==> src/rtl/trackball_pkg.sv <==
// Shared definitions for the trackball quadrature emulator: the Gray phase
// encoding, accumulator bounds and the saturation helper.
package trackball_pkg;

  // {D,C} line levels for phase index p = 0..3
  localparam logic [1:0] PHASE_DC [4] = '{2'b00, 2'b01, 2'b11, 2'b10};

  function automatic int acc_max(input int unsigned acc_w);
    return (int'(1) <<< (acc_w - 1)) - 1;
  endfunction

  // Symmetric clamp to [-acc_max, +acc_max]; excess movement is dropped.
  function automatic int sat_acc(input int v, input int unsigned acc_w);
    int lim;
    lim = acc_max(acc_w);
    if (v > lim) begin
      return lim;
    end else if (v < -lim) begin
      return -lim;
    end else begin
      return v;
    end
  endfunction

endpackage

==> src/rtl/trackball_axis.sv <==
// One trackball axis: scaled delta intake, saturating accumulator, and a
// phase stepper that moves one Gray step toward zero on each tick.
module trackball_axis
  import trackball_pkg::*;
#(
  parameter int unsigned ACC_W      = 10,
  parameter int unsigned SENS_SHIFT = 0,
  parameter bit          NEGATE     = 1'b0
) (
  input  logic       clk,
  input  logic       reset_n,
  input  logic       tick,
  input  logic       strobe,
  input  logic [8:0] delta,
  output logic       ph_d,
  output logic       ph_c,
  output logic       busy
);

  logic signed [ACC_W-1:0] acc;
  logic signed [ACC_W-1:0] acc_next;
  logic [1:0]              p;
  logic [1:0]              p_next;
  int                      d;
  int                      s;
  int                      sum;

  // Arithmetic is carried in int width so negating the most negative scaled
  // delta cannot wrap before the clamp.
  always_comb begin
    d = int'($signed(delta)) <<< SENS_SHIFT;
    if (NEGATE) begin
      d = -d;
    end
    s      = 0;
    p_next = p;
    if (tick && (acc != '0)) begin
      if (!acc[ACC_W-1]) begin
        s      = 1;
        p_next = p + 2'd1;
      end else begin
        s      = -1;
        p_next = p - 2'd1;
      end
    end
    sum      = int'(acc) + (strobe ? d : 0) - s;
    acc_next = ACC_W'(sat_acc(sum, ACC_W));
  end

  always_ff @(posedge clk or negedge reset_n) begin
    if (!reset_n) begin
      acc  <= '0;
      p    <= '0;
      ph_d <= 1'b0;
      ph_c <= 1'b0;
      busy <= 1'b0;
    end else begin
      acc          <= acc_next;
      p            <= p_next;
      {ph_d, ph_c} <= PHASE_DC[p_next];
      busy         <= (acc_next != '0);
    end
  end

endmodule

==> src/rtl/trackball_quadrature_gen.sv <==
// Mouse-report to trackball quadrature converter: shared step prescaler,
// button synchronizer and two independent axis steppers.
module trackball_quadrature_gen
  import trackball_pkg::*;
#(
  parameter int unsigned STEP_DIV   = 1000,
  parameter int unsigned ACC_W      = 10,
  parameter int unsigned SENS_SHIFT = 0,
  parameter int unsigned INVERT_Y   = 1
) (
  input  logic       clk,
  input  logic       reset_n,
  input  logic       mouse_strobe,
  input  logic [8:0] mouse_dx,
  input  logic [8:0] mouse_dy,
  input  logic       mouse_btn,
  output logic       tb_hd,
  output logic       tb_hc,
  output logic       tb_vd,
  output logic       tb_vc,
  output logic       tb_jmp,
  output logic       h_busy,
  output logic       v_busy
);

  localparam int unsigned      CNT_W  = $clog2(STEP_DIV);
  localparam logic [CNT_W-1:0] RELOAD = CNT_W'(STEP_DIV - 1);

  logic [CNT_W-1:0] pre_cnt;
  logic             tick;
  logic             btn_meta;

  assign tick = (pre_cnt == '0);

  // Free-running; strobes never restart it, so step spacing stays exact.
  always_ff @(posedge clk or negedge reset_n) begin
    if (!reset_n) begin
      pre_cnt <= RELOAD;
    end else if (tick) begin
      pre_cnt <= RELOAD;
    end else begin
      pre_cnt <= pre_cnt - 1'b1;
    end
  end

  always_ff @(posedge clk or negedge reset_n) begin
    if (!reset_n) begin
      btn_meta <= 1'b0;
      tb_jmp   <= 1'b0;
    end else begin
      btn_meta <= mouse_btn;
      tb_jmp   <= btn_meta;
    end
  end

  trackball_axis #(
    .ACC_W      (ACC_W),
    .SENS_SHIFT (SENS_SHIFT),
    .NEGATE     (1'b0)
  ) u_axis_h (
    .clk     (clk),
    .reset_n (reset_n),
    .tick    (tick),
    .strobe  (mouse_strobe),
    .delta   (mouse_dx),
    .ph_d    (tb_hd),
    .ph_c    (tb_hc),
    .busy    (h_busy)
  );

  trackball_axis #(
    .ACC_W      (ACC_W),
    .SENS_SHIFT (SENS_SHIFT),
    .NEGATE     (INVERT_Y != 0)
  ) u_axis_v (
    .clk     (clk),
    .reset_n (reset_n),
    .tick    (tick),
    .strobe  (mouse_strobe),
    .delta   (mouse_dy),
    .ph_d    (tb_vd),
    .ph_c    (tb_vc),
    .busy    (v_busy)
  );

endmodule
==> config.mk <==
export PLATFORM = sky130hd
export DESIGN_NAME = trackball_quadrature_gen
export DESIGN_NICKNAME = d
export VERILOG_FILES = /design/src/rtl/trackball_pkg.sv /design/src/rtl/trackball_axis.sv /design/src/rtl/trackball_quadrature_gen.sv
export SDC_FILE = /design/constraint.sdc
export NUM_CORES = 1
export LEC_CHECK = 0
export CORE_ASPECT_RATIO = 1.75
export CORE_MARGIN = 2
export CORE_UTILIZATION = 45
export DETAILED_ROUTE_END_ITERATION = 10
export GPL_ROUTABILITY_DRIVEN = 0
export MAX_ROUTING_LAYER = met4
export PLACE_DENSITY = 0.67
export SKIP_CTS_REPAIR_TIMING = 1
export SLEW_MARGIN = 20
export SYNTH_ARGS = -nofsm -noshare
export SYNTH_HDL_FRONTEND = slang
export SYNTH_HIERARCHICAL = 1
export SYNTH_SLANG_ARGS = --single-unit
==> constraint.sdc <==
create_clock -name clk -period 12.6 [get_ports clk]
set_clock_uncertainty 0.2 [all_clocks]
set_input_delay 3.15 -clock clk [delete_from_list [all_inputs] [get_ports clk]]
set_output_delay 3.15 -clock clk [all_outputs]
set_load 0.02 [all_outputs]
==> flow_metrics.env, run 1 <==
export IMPL_outcome="completed"
export IMPL_yosys_warnings=6
export IMPL_die_height_um=157
export IMPL_clock_slew_seen_by_the_registers_of_the_worst_setup_and_hold_paths_ps=60
export IMPL_synthAdderAreaFrac_pct=22.2
export IMPL_worstPathCellList="clkdlybuf4s50_1, or4_1, or4_1, nor2_1, nand2_1, ha_1, nor2b_1, ha_1, nand2b_1, ha_1, and4_1, and3_1, nand4_1, and4b_1, a211oi_2, o21ai_0, nor4_1, nand4_1, nor4_1, o21bai_1"
export IMPL_post_synth_top_area_fraction_pct=14.2
export IMPL_grtUsageTotal_pct=24.5
export IMPL_grt_start_max_net_pins=41
export IMPL_critical_path_source_type="input pin"
export IMPL_synthXorXnorAreaFrac_pct=6.00
export IMPL_fillerInstances=1288
export IMPL_post_synthesis_compound_gate_area_fraction_pct=20.9
export IMPL_synth_area_um2=5990
export IMPL_ys_seq_elements=40
export IMPL_syn_instance_count=721
export IMPL_synth_simple_area_share_pct=27.2
export IMPL_period_share_pct=72.5
export IMPL_synthDistinctLibCells=95
export IMPL_globalRouteOverflowTotal=0
export IMPL_avgSynthCellArea_um2=8.31
export IMPL_final_layout_size_suffix_gt1_share_pct=8.38
export IMPL_cp_slowest_stage_delay_ps=630
export IMPL_hold_depth=0
export IMPL_postSynthNetCount=835
export IMPL_tritoncts_num_buffers=5
export IMPL_fmaxAchievable_mhz=110
export IMPL_clkSinkCount=40
export IMPL_min_path_type="reg -> reg"
export IMPL_vias=5580
export IMPL_synth_ff_type="sky130_fd_sc_hd__dfrtp_1"
export IMPL_grt_pass1_wl_um=27500
export IMPL_syn2layout_area_growth_pct=8.98
export IMPL_arrival_ps=9090
export IMPL_critical_path_endpoint_type="register"
export IMPL_numPortBuffers=28
export IMPL_setup_violations_final=0
export IMPL_max_cap_violations=0
export IMPL_yosys_cell_count_top_type="sky130_fd_sc_hd__nand2_1"
export IMPL_worst_setup_path_type="in -> reg"
export IMPL_die_area_um2=14300
export IMPL_worstRegToRegCells=20
export IMPL_routed_wirelength_um=16600
export IMPL_timing_max_transition_violations_final=0
export IMPL_post_synth_main_area_contributors="sky130_fd_sc_hd__ha_1 (14%), sky130_fd_sc_hd__dfrtp_1 (13%), sky130_fd_sc_hd__fa_1 (8.0%), sky130_fd_sc_hd__nand2_1 (4.4%), sky130_fd_sc_hd__inv_1 (3.7%)"
export IMPL_initial_utilization_pct=46.3
export IMPL_synthArstFlopShare_pct=100
export IMPL_mux_share_of_post_synthesis_cell_area_pct=0.669
export IMPL_drt_iter0_drc=308
export IMPL_synth_cells_most_frequent="sky130_fd_sc_hd__nand2_1 (70), sky130_fd_sc_hd__ha_1 (68), sky130_fd_sc_hd__inv_1 (59)"
export IMPL_hpwl_um=13800
export IMPL_finalCriticalPeriod_ps=9130
export IMPL_clock_tree_buffer_depth=2
export IMPL_design_core_area_um2=12900
export IMPL_rsz0062_at_grt="false"
export IMPL_fin_util_pct=50.4
export IMPL_synth_enable_flop_cells=0
export IMPL_drcViolationCount=0
export IMPL_antenna_cells_inserted=0
export IMPL_synth_top_family_by_area="simple AND/OR/NAND/NOR gates"
export IMPL_vias_in_the_first_global_route=5870
export IMPL_num_io_pins=29
export IMPL_report_final_hold_viol_count=0
export IMPL_worst_slew_margin_rel_pct=42.5
export IMPL_max_slew_worst_pin_slew_ps=863
export IMPL_cts_tree="yes"
export IMPL_drt_vias_per_instance=6.13
export IMPL_critPathRequiredTime_ps=12560
export IMPL_fin_tns_setup_ps=0
export IMPL_grt_antenna_before_repair=0
export IMPL_drt_first_pass_iters=5
export IMPL_worstSkewPairLatency_ps=290
export IMPL_floorplan_die_width_um=91.2
export IMPL_post_synth_top_area_cell="sky130_fd_sc_hd__ha_1"
export IMPL_final_nets=853
export IMPL_synth_seq_area_share_pct=16.9
export IMPL_cts_root_buffer="sky130_fd_sc_hd__clkbuf_16"
export IMPL_crit_slowest_cell="sky130_fd_sc_hd__ha_1"
export IMPL_cts_htree_levels=2
export IMPL_floorplan_rows=55
export IMPL_critical_path_top_cell_by_count="sky130_fd_sc_hd__ha_1"
export IMPL_postRouteAntennaNets=0
export IMPL_wl_per_cell_um=18.2
export IMPL_timing_critical_path_fanout_max=19
cell type report:
class | count | area [um^2] | area share [%]
clock inverters | 3 | 42.5 | 0.652
inverters | 61 | 229 | 3.51
well taps | 171 | 214 | 3.28
multi-input cells | 601 | 4610 | 70.7
clock buffers | 5 | 125 | 1.92
repair buffers | 30 | 290 | 4.45
flip-flops and latches | 40 | 1010 | 15.5
worst max-delay path, delay by kind of cell:
family | cells | cell delay, ps
compound gates | 3 | 570
fa+ha+maj | 3 | 1090
buf+inv | 1 | 470
simple gates | 13 | 3800
metal layers:
metal	vias to the layer above	share of wire [%]	track usage (%)
li1	2658	-	-
met4	0	6.8	15.9
met2	177	56	48.6
met5	-	0	-
met1	2658	34	21.3
met3	87	2.9	2.31
per-stage QoR:
step	instances	hold WS [ps]	instance area, um^2	setup slack (ps)
after floorplan	721	131	5990	4550
after global placement	903	144	6360	3490
after detailed placement	903	142	6360	3400
after CTS	911	156	6530	3700
after global routing	911	163	6530	3160
final	911	153	6530	3470
kinds of logic (layout without fill, tap and decap cells):
kind of cell / Yosys count / count (layout)
xor+xnor: 41 / 41
buf+inv: 80 / 99
fa+ha+maj: 92 / 92
flops: 40 / 40
compound gates: 175 / 175
mux: 4 / 4
simple gates: 289 / 289
path summary, 6_finish.rpt:
check	startpoint	end	slack, ps
min in group asynchronous	reset_n	pre_cnt[3]	2780
max in group asynchronous	reset_n	u_axis_h/acc[6]	8880
min	btn_meta	tb_jmp	150
max reg2reg	pre_cnt[4]	u_axis_h/acc[7]	6640
max	mouse_dy[4]	u_axis_v/acc[0]	3470
min reg2reg	btn_meta	tb_jmp	150
placed cells by master (no fill, tap or decap), types with 17 or more instances in the layout:
master and instances:
sky130_fd_sc_hd__clkdlybuf4s50_1 27, sky130_fd_sc_hd__a21oi_1 31, sky130_fd_sc_hd__nand2b_1 26, sky130_fd_sc_hd__xor2_1 25
sky130_fd_sc_hd__inv_1 59, sky130_fd_sc_hd__dfrtp_1 32, sky130_fd_sc_hd__nand2_1 70, sky130_fd_sc_hd__ha_1 68
sky130_fd_sc_hd__o21ai_0 34, sky130_fd_sc_hd__nor3_1 18, sky130_fd_sc_hd__fa_1 24, sky130_fd_sc_hd__nor2_1 47
sky130_fd_sc_hd__nor4_1 17, sky130_fd_sc_hd__nand4_1 17
registers in the layout, indices dropped and copies added (netlist names):
signal and flops:
pre_cnt 10, u_axis_v/busy 1, u_axis_v/ph_c 1, tb_jmp 1
u_axis_h/busy 1, u_axis_h/ph_c 1, u_axis_v/acc 10, u_axis_v/p 2
u_axis_h/acc 10, btn_meta 1, u_axis_h/p 2
Power of run 1 is not shown: default switching activity piles up to over one toggle a cycle in this logic, so the estimate is an artifact.
==> inputs of run 2 (changes only) <==
PLACE_DENSITY = 0.7   (was 0.67)
clock period = 7.8 ns   (was 12.6 ns; I/O delays follow)
==> flow_metrics.env, run 2 (same netlist as run 1, synthesis figures left out) <==
export IMPL_routed_wirelength_um=16800
export IMPL_critical_path_source_type="input pin"
export IMPL_fillerInstances=1263
export IMPL_design_core_area_um2=12900
export IMPL_cp_num_buf_inv=2
export IMPL_floorplan_rows=55
export IMPL_worstPathCellList="clkdlybuf4s50_1, or4_1, or4_1, nor2_1, buf_4, nand2_1, ha_1, nor2b_1, ha_1, nand2b_1, ha_1, a21oi_1, o21ai_0, nor2b_1, a211oi_1, a21oi_1, or3_2, and2_2, nor3b_4, a2bb2oi_1"
export IMPL_wl_per_cell_um=18.1
export IMPL_die_area_um2=14300
export IMPL_detailedPlace_worstSlack_ps=92.3
export IMPL_rsz0062_at_grt="false"
export IMPL_cp_slowest_stage_delay_ps=550
export IMPL_finalCriticalPeriod_ps=7510
export IMPL_clkSinkCount=40
export IMPL_top_regs="pre_cnt: 10 flops, u_axis_h/acc: 10 flops, u_axis_v/acc: 10 flops"
export IMPL_num_io_pins=29
export IMPL_die_height_um=157
export IMPL_fin_tns_setup_ps=0
export IMPL_worstSkewPairLatency_ps=290
export IMPL_timing_max_transition_violations_final=0
export IMPL_vias=5650
export IMPL_drt_first_pass_iters=8
export IMPL_min_path_type="reg -> reg"
export IMPL_critPathRequiredTime_ps=7740
export IMPL_fin_util_pct=51.3
export IMPL_drt_vias_per_instance=6.09
export IMPL_crit_slowest_cell="sky130_fd_sc_hd__or4_1"
export IMPL_grtUsageTotal_pct=25.4
export IMPL_placed_cells=920
export IMPL_layout_cells_most_common="sky130_fd_sc_hd__nand2_1"
export IMPL_globalRouteOverflowTotal=0
export IMPL_grt_antenna_before_repair=0
export IMPL_antenna_cells_inserted=0
export IMPL_setup_violations_final=0
export IMPL_worst_slew_margin_rel_pct=41.9
export IMPL_final_nets=870
export IMPL_report_final_hold_viol_count=0
export IMPL_clock_tree_buffer_depth=2
export IMPL_outcome="completed"
export IMPL_max_cap_violations=0
export IMPL_final_instance_count_excl_fill=928
export IMPL_most_common_layout_cells="sky130_fd_sc_hd__nand2_1 (70), sky130_fd_sc_hd__ha_1 (68), sky130_fd_sc_hd__inv_1 (59)"
export IMPL_critical_path_top_cell_by_count="sky130_fd_sc_hd__ha_1"
export IMPL_vias_in_the_first_global_route=5977
export IMPL_syn2layout_area_growth_pct=10.8
export IMPL_max_slew_worst_pin_slew_ps=872
export IMPL_final_layout_size_suffix_gt1_share_pct=10.6
export IMPL_postRouteAntennaNets=0
export IMPL_hp_start="btn_meta"
export IMPL_hpwl_um=13900
export IMPL_numPortBuffers=28
export IMPL_grt_start_max_net_pins=41
export IMPL_fmaxAchievable_mhz=133
export IMPL_grt_pass1_wl_um=28500
export IMPL_worst_path_dominant_cell_family="simple AND/OR/NAND/NOR gates"
export IMPL_clock_slew_seen_by_the_registers_of_the_worst_setup_and_hold_paths_ps=60
export IMPL_cts_htree_levels=2
export IMPL_cts_tree="yes"
export IMPL_worstReg2RegStart="pre_cnt[4]"
export IMPL_drt_iter0_drc=346
export IMPL_cts_root_buffer="sky130_fd_sc_hd__clkbuf_16"
export IMPL_tritoncts_num_buffers=5
export IMPL_fin_ws_ps=290
export IMPL_critical_path_endpoint_type="register"
export IMPL_floorplan_die_width_um=91.2
export IMPL_worst_setup_path_type="in -> reg"
export IMPL_period_share_pct=96.3
export IMPL_drcViolationCount=0
export IMPL_crit_start="mouse_dy[4]"
export IMPL_arrival_ps=7450
export IMPL_timing_critical_path_fanout_max=8
export IMPL_initial_utilization_pct=46.3
run 2: cell count changes in the layout (fill, tap and decap cells not counted), sizes merged:
cell / change
buf: +17
bufinv: -1
clkinv: +2
clkinvlp: -1
run 2: worst register-to-register path: stages (launching register included):
cell and delay [ps]:
sky130_fd_sc_hd__dfrtp_1 450, sky130_fd_sc_hd__nor4_4 420, sky130_fd_sc_hd__nand3_2 190, sky130_fd_sc_hd__inv_2 150
sky130_fd_sc_hd__nand2_1 100, sky130_fd_sc_hd__inv_1 390, sky130_fd_sc_hd__fa_1 520, sky130_fd_sc_hd__inv_1 70
sky130_fd_sc_hd__ha_1 280, sky130_fd_sc_hd__a21o_1 230, sky130_fd_sc_hd__a221oi_2 400, sky130_fd_sc_hd__o31ai_1 180
sky130_fd_sc_hd__nor2_1 250, sky130_fd_sc_hd__o21bai_1 120, sky130_fd_sc_hd__fa_1 500, sky130_fd_sc_hd__nor4b_1 440
sky130_fd_sc_hd__nand4_1 160, sky130_fd_sc_hd__nor2_1 120, sky130_fd_sc_hd__o211a_1 200, sky130_fd_sc_hd__nand2b_1 290
sky130_fd_sc_hd__o21ai_0 200
run 2: final timing paths:
path / end / slack, ps / depth (start not counted)
setup / recovery: u_axis_v/acc[7] / 290 / 20
hold / removal: tb_jmp / 170 / 0
setup reg to reg: u_axis_h/acc[4] / 1790 / 20
hold reg to reg: tb_jmp / 170 / 0
max in group asynchronous: u_axis_h/acc[4] / 5260 / 1
min in group asynchronous: btn_meta / 1580 / 1
run 2: final cells by class:
class | count | area (um^2) | area share (%)
multi-input cells | 601 | 4620 | 69.6
flip-flops and latches | 40 | 1010 | 15.2
repair buffers | 47 | 418 | 6.30
inverters | 61 | 229 | 3.45
well taps | 171 | 214 | 3.23
clock buffers | 5 | 125 | 1.89
clock inverters | 3 | 18.8 | 0.283
run 2: layer usage:
layer  global-route usage, %  part of all wire, %  up-vias
met5                       -                    0        -
met4                    16.5                  7.0        0
met3                    2.07                  2.9       75
met2                    49.6                   56      189
met1                    23.1                   34     2699
li1                        -                    -     2687
run 2: stage by stage:
stage / area [um^2] / hold WS, ps
finish: 6630 / 168
global route: 6630 / 181
CTS: 6630 / 172
detailed placement: 6490 / 160
global placement: 6490 / 144
floorplan: 5990 / 131
Power of run 2 is left out for the same reason.
==> inputs of run 3 (changes only) <==
CELL_PAD_IN_SITES_DETAIL_PLACEMENT = 1   (was not set)
CELL_PAD_IN_SITES_GLOBAL_PLACEMENT = 2   (was not set)
CORE_MARGIN = 8   (was 2)
CORE_UTILIZATION = 35   (was 45)
PLACE_DENSITY = 0.84   (was 0.7)
==> flow_metrics.env, run 3 (same netlist as run 1, synthesis figures left out) <==
export IMPL_die_area_um2=21700
export IMPL_clock_tree_buffer_depth=2
export IMPL_timing_critical_path_fanout_max=10
export IMPL_crit_slowest_cell="sky130_fd_sc_hd__or4_1"
export IMPL_setup_reg_to_reg_worst_slack_ps=1660
export IMPL_floorplan_rows=63
export IMPL_design_core_area_um2=16900
export IMPL_drt_first_pass_iters=4
export IMPL_grtUsageTotal_pct=19.3
export IMPL_layout_cells_most_common="sky130_fd_sc_hd__nand2_1"
export IMPL_vias=5708
export IMPL_die_height_um=189
export IMPL_cp_slowest_stage_delay_ps=580
export IMPL_drcViolationCount=0
export IMPL_fillerInstances=2082
export IMPL_worstPathCellList="clkdlybuf4s50_1, or4_1, or4_1, nor2_1, buf_4, nand2_1, ha_1, nor2b_1, ha_1, ha_1, buf_4, and2_1, nand3_1, buf_4, nor3_1, a211oi_1, xnor2_2, nor4b_1, nand4_1, or3b_1, o211ai_2"
export IMPL_worst_setup_path_type="in -> reg"
export IMPL_area_of_the_multi_input_gates_um2=4630
export IMPL_cp_num_buf_inv=4
export IMPL_top_regs="pre_cnt: 10 flops, u_axis_h/acc: 10 flops, u_axis_v/acc: 10 flops"
export IMPL_drt_iter0_drc=192
export IMPL_final_hold_worst_slack_ps=154
export IMPL_final_nets=886
export IMPL_most_common_layout_cells="sky130_fd_sc_hd__nand2_1 (70), sky130_fd_sc_hd__ha_1 (68), sky130_fd_sc_hd__inv_1 (59)"
export IMPL_final_seq_area_um2=1010
export IMPL_tritoncts_num_buffers=5
export IMPL_critical_path_endpoint_type="register"
export IMPL_report_final_hold_viol_count=0
export IMPL_worstSkewPairLatency_ps=290
export IMPL_rsz0062_at_grt="true"
export IMPL_num_io_pins=29
export IMPL_fmaxAchievable_mhz=133
export IMPL_setup_violations_final=0
export IMPL_routed_wirelength_um=19800
export IMPL_initial_utilization_pct=35.5
export IMPL_grt_antenna_before_repair=0
export IMPL_numPortBuffers=28
export IMPL_worst_path_dominant_cell_family="simple AND/OR/NAND/NOR gates"
export IMPL_worst_slew_margin_rel_pct=39.7
export IMPL_postRouteAntennaNets=0
export IMPL_drt_vias_per_instance=5.71
export IMPL_post_dp_area_um2=6690
export IMPL_antenna_cells_inserted=0
export IMPL_wl_per_cell_um=19.8
export IMPL_cts_root_buffer="sky130_fd_sc_hd__clkbuf_16"
export IMPL_max_cap_violations=0
export IMPL_clock_slew_seen_by_the_registers_of_the_worst_setup_and_hold_paths_ps=60
export IMPL_cts_htree_levels=2
export IMPL_final_layout_size_suffix_gt1_share_pct=12.5
export IMPL_floorplan_die_width_um=115
export IMPL_syn2layout_area_growth_pct=14.5
export IMPL_critPathRequiredTime_ps=7810
export IMPL_vias_in_the_first_global_route=6465
export IMPL_grt_start_max_net_pins=41
export IMPL_finish_instance_area_um2=6860
export IMPL_cts_tree="yes"
export IMPL_max_slew_worst_pin_slew_ps=905
export IMPL_globalRouteOverflowTotal=0
export IMPL_min_path_type="reg -> reg"
export IMPL_hpwl_um=17300
export IMPL_outcome="completed"
export IMPL_clkSinkCount=40
export IMPL_timing_max_transition_violations_final=0
export IMPL_arrival_ps=7550
export IMPL_critical_path_source_type="input pin"
export IMPL_fin_tns_setup_ps=0
export IMPL_finalCriticalPeriod_ps=7540
export IMPL_period_share_pct=96.6
export IMPL_grt_pass1_wl_um=32500
[run 3: path summary, 6_finish.rpt]
kind,start,endpoint,cells after the start
max reg2reg,pre_cnt[4],u_axis_h/acc[3],19
max,mouse_dy[4],u_axis_v/acc[2],21
max in group asynchronous,reset_n,u_axis_v/acc[8],1
min in group asynchronous,reset_n,tb_jmp,1
min,btn_meta,tb_jmp,0
min reg2reg,btn_meta,tb_jmp,0
[run 3: per-layer routing]
layer / share of wire [%] / GRT usage [%] / up-vias
met3: 1.7 / 1.82 / 74
li1: - / - / 2713
met4: 7.1 / 13.9 / 0
met1: 33 / 15.8 / 2818
met2: 59 / 38.3 / 103
met5: 0 / - / -
[run 3: layout make-up]
type | count | share of cell area, %
multi-input combinational | 601 | 67.5
sequential | 40 | 14.7
timing repair buffer | 63 | 8.03
tap | 227 | 4.14
inverter | 61 | 3.34
clock buffer | 6 | 2.03
clock inverter | 2 | 0.219
[run 3: per-stage QoR]
stage | cells | util, % | setup slack [ps]
2_1_floorplan | 721 | - | 952
3_3_place_gp | 992 | 39.7 | 53.6
3_5_place_dp | 992 | 39.7 | -119
4_1_cts | 1000 | 40.6 | 152
5_1_grt | 1000 | 40.6 | -6.08
6_report | 1000 | 40.6 | 265
Power of run 3 is left out for the same reason.
